<file path="src/rtl/mips_pkg.sv">
// mips_pkg -- shared definitions for the MIPS program loader:
// loader FSM state type, HLT opcode and default instruction-memory width.
package mips_pkg;

    localparam int          DEFAULT_ADDR_W = 10;
    localparam logic [31:0] HLT_OPCODE     = 32'hfc000000;

    typedef enum logic [2:0] {
        IDLE,
        LOAD,
        RUN,
        DONE,
        ERR
    } loader_state_t;

endpackage

</file>
<file path="src/rtl/mips_prog_loader.sv">
// mips_prog_loader -- streams a program into the MIPS32 instruction memory
// over a valid/ready handshake, then releases the CPU and waits for HLT.
// Optional feature: define LOADER_CHECKSUM_EN to expect an XOR checksum word
// after the in_last word; a mismatch aborts into ERR instead of RUN.
module mips_prog_loader
    import mips_pkg::*;
#(
    parameter int ADDR_W    = DEFAULT_ADDR_W,
    parameter int BASE_ADDR = 0,
    parameter int DEPTH     = 1024
) (
    input  logic              clk1,
    input  logic              rst_n,
    input  logic              in_valid,
    output logic              in_ready,
    input  logic [31:0]       in_data,
    input  logic              in_last,
    output logic              mem_we,
    output logic [ADDR_W-1:0] mem_addr,
    output logic [31:0]       mem_wdata,
    output logic              cpu_run,
    input  logic              cpu_halted,
    input  logic              restart,
    output logic              done,
    output logic              err
);

    // One spare bit so the count can represent DEPTH itself.
    localparam int CNT_W = $clog2(DEPTH + 1);

    loader_state_t     r_state;
    logic [CNT_W-1:0]  r_count;
    logic              r_in_ready;
    logic              r_mem_we;
    logic [ADDR_W-1:0] r_mem_addr;
    logic [31:0]       r_mem_wdata;
    logic              r_cpu_run;
    logic              r_done;
    logic              r_err;
    logic              r_finish;   // in_last word is being written; RUN next
    logic [1:0]        r_run_cnt;  // masks cpu_halted while it is still stale
`ifdef LOADER_CHECKSUM_EN
    logic              r_await_csum;
    logic [31:0]       r_xor;
`endif

    logic              w_accept;
    logic              w_overflow;
    logic [ADDR_W-1:0] w_wr_addr;

    // Handshake, overflow detect and write address (wraps modulo 2^ADDR_W).
    // NOTE: every always_comb output is assigned on every path, so no latch is inferred.
    always_comb begin
        w_accept   = in_valid && r_in_ready;
        w_overflow = (r_count == CNT_W'(DEPTH));
        w_wr_addr  = ADDR_W'(BASE_ADDR) + ADDR_W'(r_count);
    end

    // Loader FSM with all outputs registered.
    // NOTE: sequential state uses non-blocking assignments so every register samples pre-edge values.
    always_ff @(posedge clk1 or negedge rst_n) begin
        if (!rst_n) begin
            r_state      <= IDLE;
            r_count      <= '0;
            r_in_ready   <= 1'b0;
            r_mem_we     <= 1'b0;
            r_mem_addr   <= ADDR_W'(BASE_ADDR);
            r_mem_wdata  <= '0;
            r_cpu_run    <= 1'b0;
            r_done       <= 1'b0;
            r_err        <= 1'b0;
            r_finish     <= 1'b0;
            r_run_cnt    <= '0;
`ifdef LOADER_CHECKSUM_EN
            r_await_csum <= 1'b0;
            r_xor        <= '0;
`endif
        end else begin
            r_mem_we <= 1'b0;
            case (r_state)
                IDLE, LOAD: begin
                    if (r_finish) begin
                        // Final write was presented last cycle; release the CPU.
                        r_finish  <= 1'b0;
                        r_state   <= RUN;
                        r_cpu_run <= 1'b1;
                        r_run_cnt <= '0;
                    end else if (w_accept) begin
`ifdef LOADER_CHECKSUM_EN
                        if (r_await_csum) begin
                            // Checksum word: compared, never written.
                            r_await_csum <= 1'b0;
                            r_in_ready   <= 1'b0;
                            if (in_data == r_xor) begin
                                r_state   <= RUN;
                                r_cpu_run <= 1'b1;
                                r_run_cnt <= '0;
                            end else begin
                                r_state <= ERR;
                                r_err   <= 1'b1;
                            end
                        end else
`endif
                        if (w_overflow && !in_last) begin
                            r_state    <= ERR;
                            r_err      <= 1'b1;
                            r_in_ready <= 1'b0;
                        end else begin
                            r_mem_we    <= 1'b1;
                            r_mem_wdata <= in_data;
                            r_mem_addr  <= w_wr_addr;
                            r_count     <= r_count + 1'b1;
`ifdef LOADER_CHECKSUM_EN
                            r_xor       <= r_xor ^ in_data;
                            r_state     <= LOAD;
                            if (in_last) begin
                                r_await_csum <= 1'b1;
                            end
`else
                            if (in_last) begin
                                r_finish   <= 1'b1;
                                r_in_ready <= 1'b0;
                            end else begin
                                r_state <= LOAD;
                            end
`endif
                        end
                    end else begin
                        // Covers the first edge after reset release.
                        r_in_ready <= 1'b1;
                    end
                end

                RUN: begin
                    if (r_run_cnt != 2'd2) begin
                        r_run_cnt <= r_run_cnt + 2'd1;
                    end else if (cpu_halted) begin
                        r_state   <= DONE;
                        r_done    <= 1'b1;
                        r_cpu_run <= 1'b0;
                    end
                end

                DONE, ERR: begin
                    if (restart) begin
                        r_state      <= IDLE;
                        r_count      <= '0;
                        r_done       <= 1'b0;
                        r_err        <= 1'b0;
                        r_in_ready   <= 1'b1;
`ifdef LOADER_CHECKSUM_EN
                        r_await_csum <= 1'b0;
                        r_xor        <= '0;
`endif
                    end
                end

                default: begin
                    r_state    <= IDLE;
                    r_in_ready <= 1'b0;
                    r_cpu_run  <= 1'b0;
                end
            endcase
        end
    end

    assign in_ready  = r_in_ready;
    assign mem_we    = r_mem_we;
    assign mem_addr  = r_mem_addr;
    assign mem_wdata = r_mem_wdata;
    assign cpu_run   = r_cpu_run;
    assign done      = r_done;
    assign err       = r_err;

endmodule

</file>
<file path="config.mk">
export PLATFORM = sky130hd
export DESIGN_NAME = mips_prog_loader
export DESIGN_NICKNAME = d
export VERILOG_FILES = /design/src/rtl/mips_pkg.sv /design/src/rtl/mips_prog_loader.sv
export SDC_FILE = /design/constraint.sdc
export NUM_CORES = 1
export LEC_CHECK = 0
export CORE_ASPECT_RATIO = 1.5
export CORE_MARGIN = 2
export CORE_UTILIZATION = 40
export DETAILED_ROUTE_END_ITERATION = 7
export PLACE_DENSITY = 0.7
export SLEW_MARGIN = 0
export SYNTH_ARGS = -nofsm -noshare
export SYNTH_HDL_FRONTEND = slang
export SYNTH_SLANG_ARGS = --single-unit
</file>
<file path="constraint.sdc">
create_clock -name clk1 -period 3.9 [get_ports clk1]
set_clock_uncertainty 0.1 [all_clocks]
set_input_delay 0.78 -clock clk1 [delete_from_list [all_inputs] [get_ports clk1]]
set_output_delay 0.78 -clock clk1 [all_outputs]
set_load 0.02 [all_outputs]
</file>
==> run metrics <==
status=complete, no violations; share of cells above drive strength 1=about 5.8%; Netlist cell types=41; P_leak=~1.8 nW; number of global-route vias before repair=around 2300; Worst Path Max Fanout=11; ant diodes=0; Synth Area in XOR/XNOR=0.622%; combinational power share=around 44%; area grow syn2layout=36.7%; Clock Latency Late Sink=approximately 0.34 ns; Final min period=~2.6 ns; CTS H-tree lvls=3; average instance area after synthesis=approximately 9 um2; HP Class=flip-flop to flip-flop; Worst R2R End=r_count[2]; DRT antenna net count=0; CP Launch Type=flip-flop; clock root cell=clkbuf_8; Buffers on Ports=84; DR pass1 iterations=4; Req. time, crit path=4.07 ns; vias per cell=5.02; area leader, netlist=dfrtp_1; # setup viols final=0; setup ws final=between 1 and 1.5 ns; final worst-path cycle share=between 60 and 70%; Peak VDD IR=0.000342 V; Multi-input gate area=0.00110 mm2; Rel. slew slack=a little over two fifths; Reg power frac=between 30% and 40%; Vias=between 2000 and 2500; setup bufs post-CTS=0; Critical Path Max Stage Delay=around 0.7 ns; clock power share=between 10% and 20%; mux contribution to synthesized area=0%; Compound-Gate Fraction of Synth Area=between 9 and 10%; YS warnings=0; crit path DAT=roughly 2.8 ns; num rows=37; switching portion of total power=roughly two fifths; final slew viol count=0; GP Congestion=approximately 0.85; first-pass GRT wire length=around 11 mm; Synth top area share=a little under three fifths; final core utilization=around 56%; largest family of logic cells by synthesized area=simple AND/OR/NAND/NOR gates; Chip Width=just over 70 um; pwr dens=about 720 mW/mm2; Worst-Margin Slew=0.864 ns; nets=roughly 440; Mapped Nets=between 300 and 400; Pint=1.67 mW; largest cells by area after synthesis=dfrtp_1 57%, nand2_1 17%, o21ai_0 2.7%; routed wire length per instance=roughly 13 um; CTS buffer count=9; CTS tree=yes; Pwr Total=2.75 mW; register area=between 0.0015 and 0.002 mm2; Worst-path clk slew=around 0.060 ns; area of the die=slightly below 0.008 mm2; DIE HEIGHT=107 um; Max Fclk=roughly 0.38 GHz; Post-Synthesis Cells=~310; worst hold stages=2; # fillers=between 600 and 700; initial antenna violation count=0; Sink Count=64; Post-Layout Inst Area=0.00385 mm2; Hold Buf Count CTS=0; worst hold endpoint=mem_addr[4]; critical path type=flip-flop to flip-flop; pre-CTS setup slack=0.971 ns; Max-cap violations=0; Max Buffers Root-to-Sink=2; core footprint=around 0.007 mm2; Yosys reg bits=64; Final Hold Violating Endpoints=0; dpl cell area=~0.0037 mm2; TNS Setup=0 ns; R2R cell count=7; Switch Pwr=1.08 mW; post-synthesis sequential area ratio=around 57%; most common cell after layout, fill and taps aside=nand2_1; slowest CP cell=o22ai_1; Final HPWL DP=~4.3 mm; Starting Density=41.1%; leading cell types in the layout, fill and taps excluded=131 x nand2_1, 83 x clkdlybuf4s50_1, 64 x dfrtp_1; All-Layer GR Usage=17.2%; Top Ports=between 80 and 90; CTS resizes=0; worst hold path startpoint=mem_addr[4]; Synth Area in Adders=between 1 and 1.5%; initial DRC count=157; Worst setup EP type=flip-flop; drt drc=0; largest net degree at the start of global routing=between 50 and 60; RR Startpoint=r_count[0]; global route overflow=0; simple-gate portion of the synthesized area=28.2%; Critical Path, Cell by Cell=inv_1, ha_1, nor4bb_1, nand3_1, o22ai_1, o21bai_1, a22o_1; RSZ-0062 raised after global routing=no; WL final=~6.3 mm; Netlist Area Pre-Place=around 0.0028 mm2; FF-to-FF setup slack=between 1 and 1.5 ns
-- through the flow --
stage | instances | hold WS (ns)
global placement | 462 | 0.356
global route | 478 | 0.397
floorplan | 313 | 0.339
detailed placement | 462 | 0.361
finish | 478 | 0.372
CTS | 478 | 0.379
-- final cells by class --
| class | count | share of cell area, % |
|---|---|---|
| clock buffer | 10 | 3.32 |
| clock inverter | 6 | 0.943 |
| inverter | 8 | 0.781 |
| multi-input combinational | 226 | 28.7 |
| sequential | 64 | 41.6 |
| tap | 78 | 2.54 |
| timing repair buffer | 86 | 22.1 |
-- power by group through the flow --
stage | clock (mW) | combinational (mW) | sequential (mW)
floorplan | 0 | 0.505 | 1.27
global placement | 0 | 1.22 | 1.06
detailed placement | 0 | 1.24 | 1.07
CTS | 0.498 | 1.24 | 1.06
global route | 0.529 | 1.35 | 1.09
finish | 0.478 | 1.22 | 1.06
-- logic make-up (layout without fill, tap and decap cells) --
family,after synthesis,count (layout)
AOI/OAI and AO/OA,39,39
adders and majority gates,3,3
DFF,64,64
and+or+nand+nor,182,182
xor gates and xnor gates,2,2
buffers and inverters,23,110
-- state kept, by name, summed over array words and instances (netlist names) --
register,count
r_state,3
r_run_cnt,2
in_ready,1
r_finish,1
mem_wdata,32
r_count,11
mem_we,1
cpu_run,1
mem_addr,10
done,1
err,1
-- how the worst max path moves through the flow --
| stage | end | depth (start not counted) | startpoint | slack [ns] |
|---|---|---|---|---|
| after floorplan | r_count[5] | 6 | in_valid | 1.99 |
| after global placement | r_count[2] | 6 | in_last | 1.07 |
| after detailed placement | r_count[2] | 6 | in_last | 0.97 |
| after CTS | r_count[2] | 7 | r_count[0] | 1.30 |
| after global routing | r_count[10] | 7 | r_count[0] | 1.01 |
| final | r_count[2] | 7 | r_count[0] | 1.29 |
-- cell usage after synthesis --
cell and number:
nand2_1 131, dfrtp_1 64, o21ai_0 15, nand3_1 13
buf_2 10, nor2_1 8, inv_1 7, a21oi_1 5
nor3_1 5, or3_1 4, and3_1 3, clkbuf_1 3
ha_1 3, nor2b_1 3, o21bai_1 3, a21o_1 2
a22o_1 2, nand2b_1 2, nand3b_1 2, nand4_1 2
nor4_1 2, o22ai_1 2, o31ai_1 2, o41ai_1 2
xor2_1 2, a2111oi_0 1, a211o_1 1, a21boi_0 1
a21boi_2 1, a22oi_1 1, a2bb2o_1 1, buf_4 1
buf_6 1, inv_2 1, nand2_2 1, nor3_4 1
nor3b_1 1, nor4bb_1 1, or2_1 1, or3b_1 1
or4_4 1
-- metal layers --
layer | up-vias | wire [um] | part of all wire, % | GRT usage [%]
li1 | 1189 | - | - | -
met1 | 1120 | 2690 | 43 | 21.6
met2 | 80 | 3000 | 48 | 27.3
met3 | 10 | 457 | 7.3 | 5.17
met4 | 0 | 122 | 1.9 | 7.41
met5 | - | 0 | 0 | 0
-- worst max-delay path, delay by kind of cell, from the launching register on --
kind | cells | cell delay, ns
buf+inv | 1 | 0.13
fa+ha+maj | 1 | 0.15
simple gates | 2 | 0.64
compound gates | 3 | 1.08
flops | 1 | 0.45
Note: power is estimated with default switching activity, not from simulation.
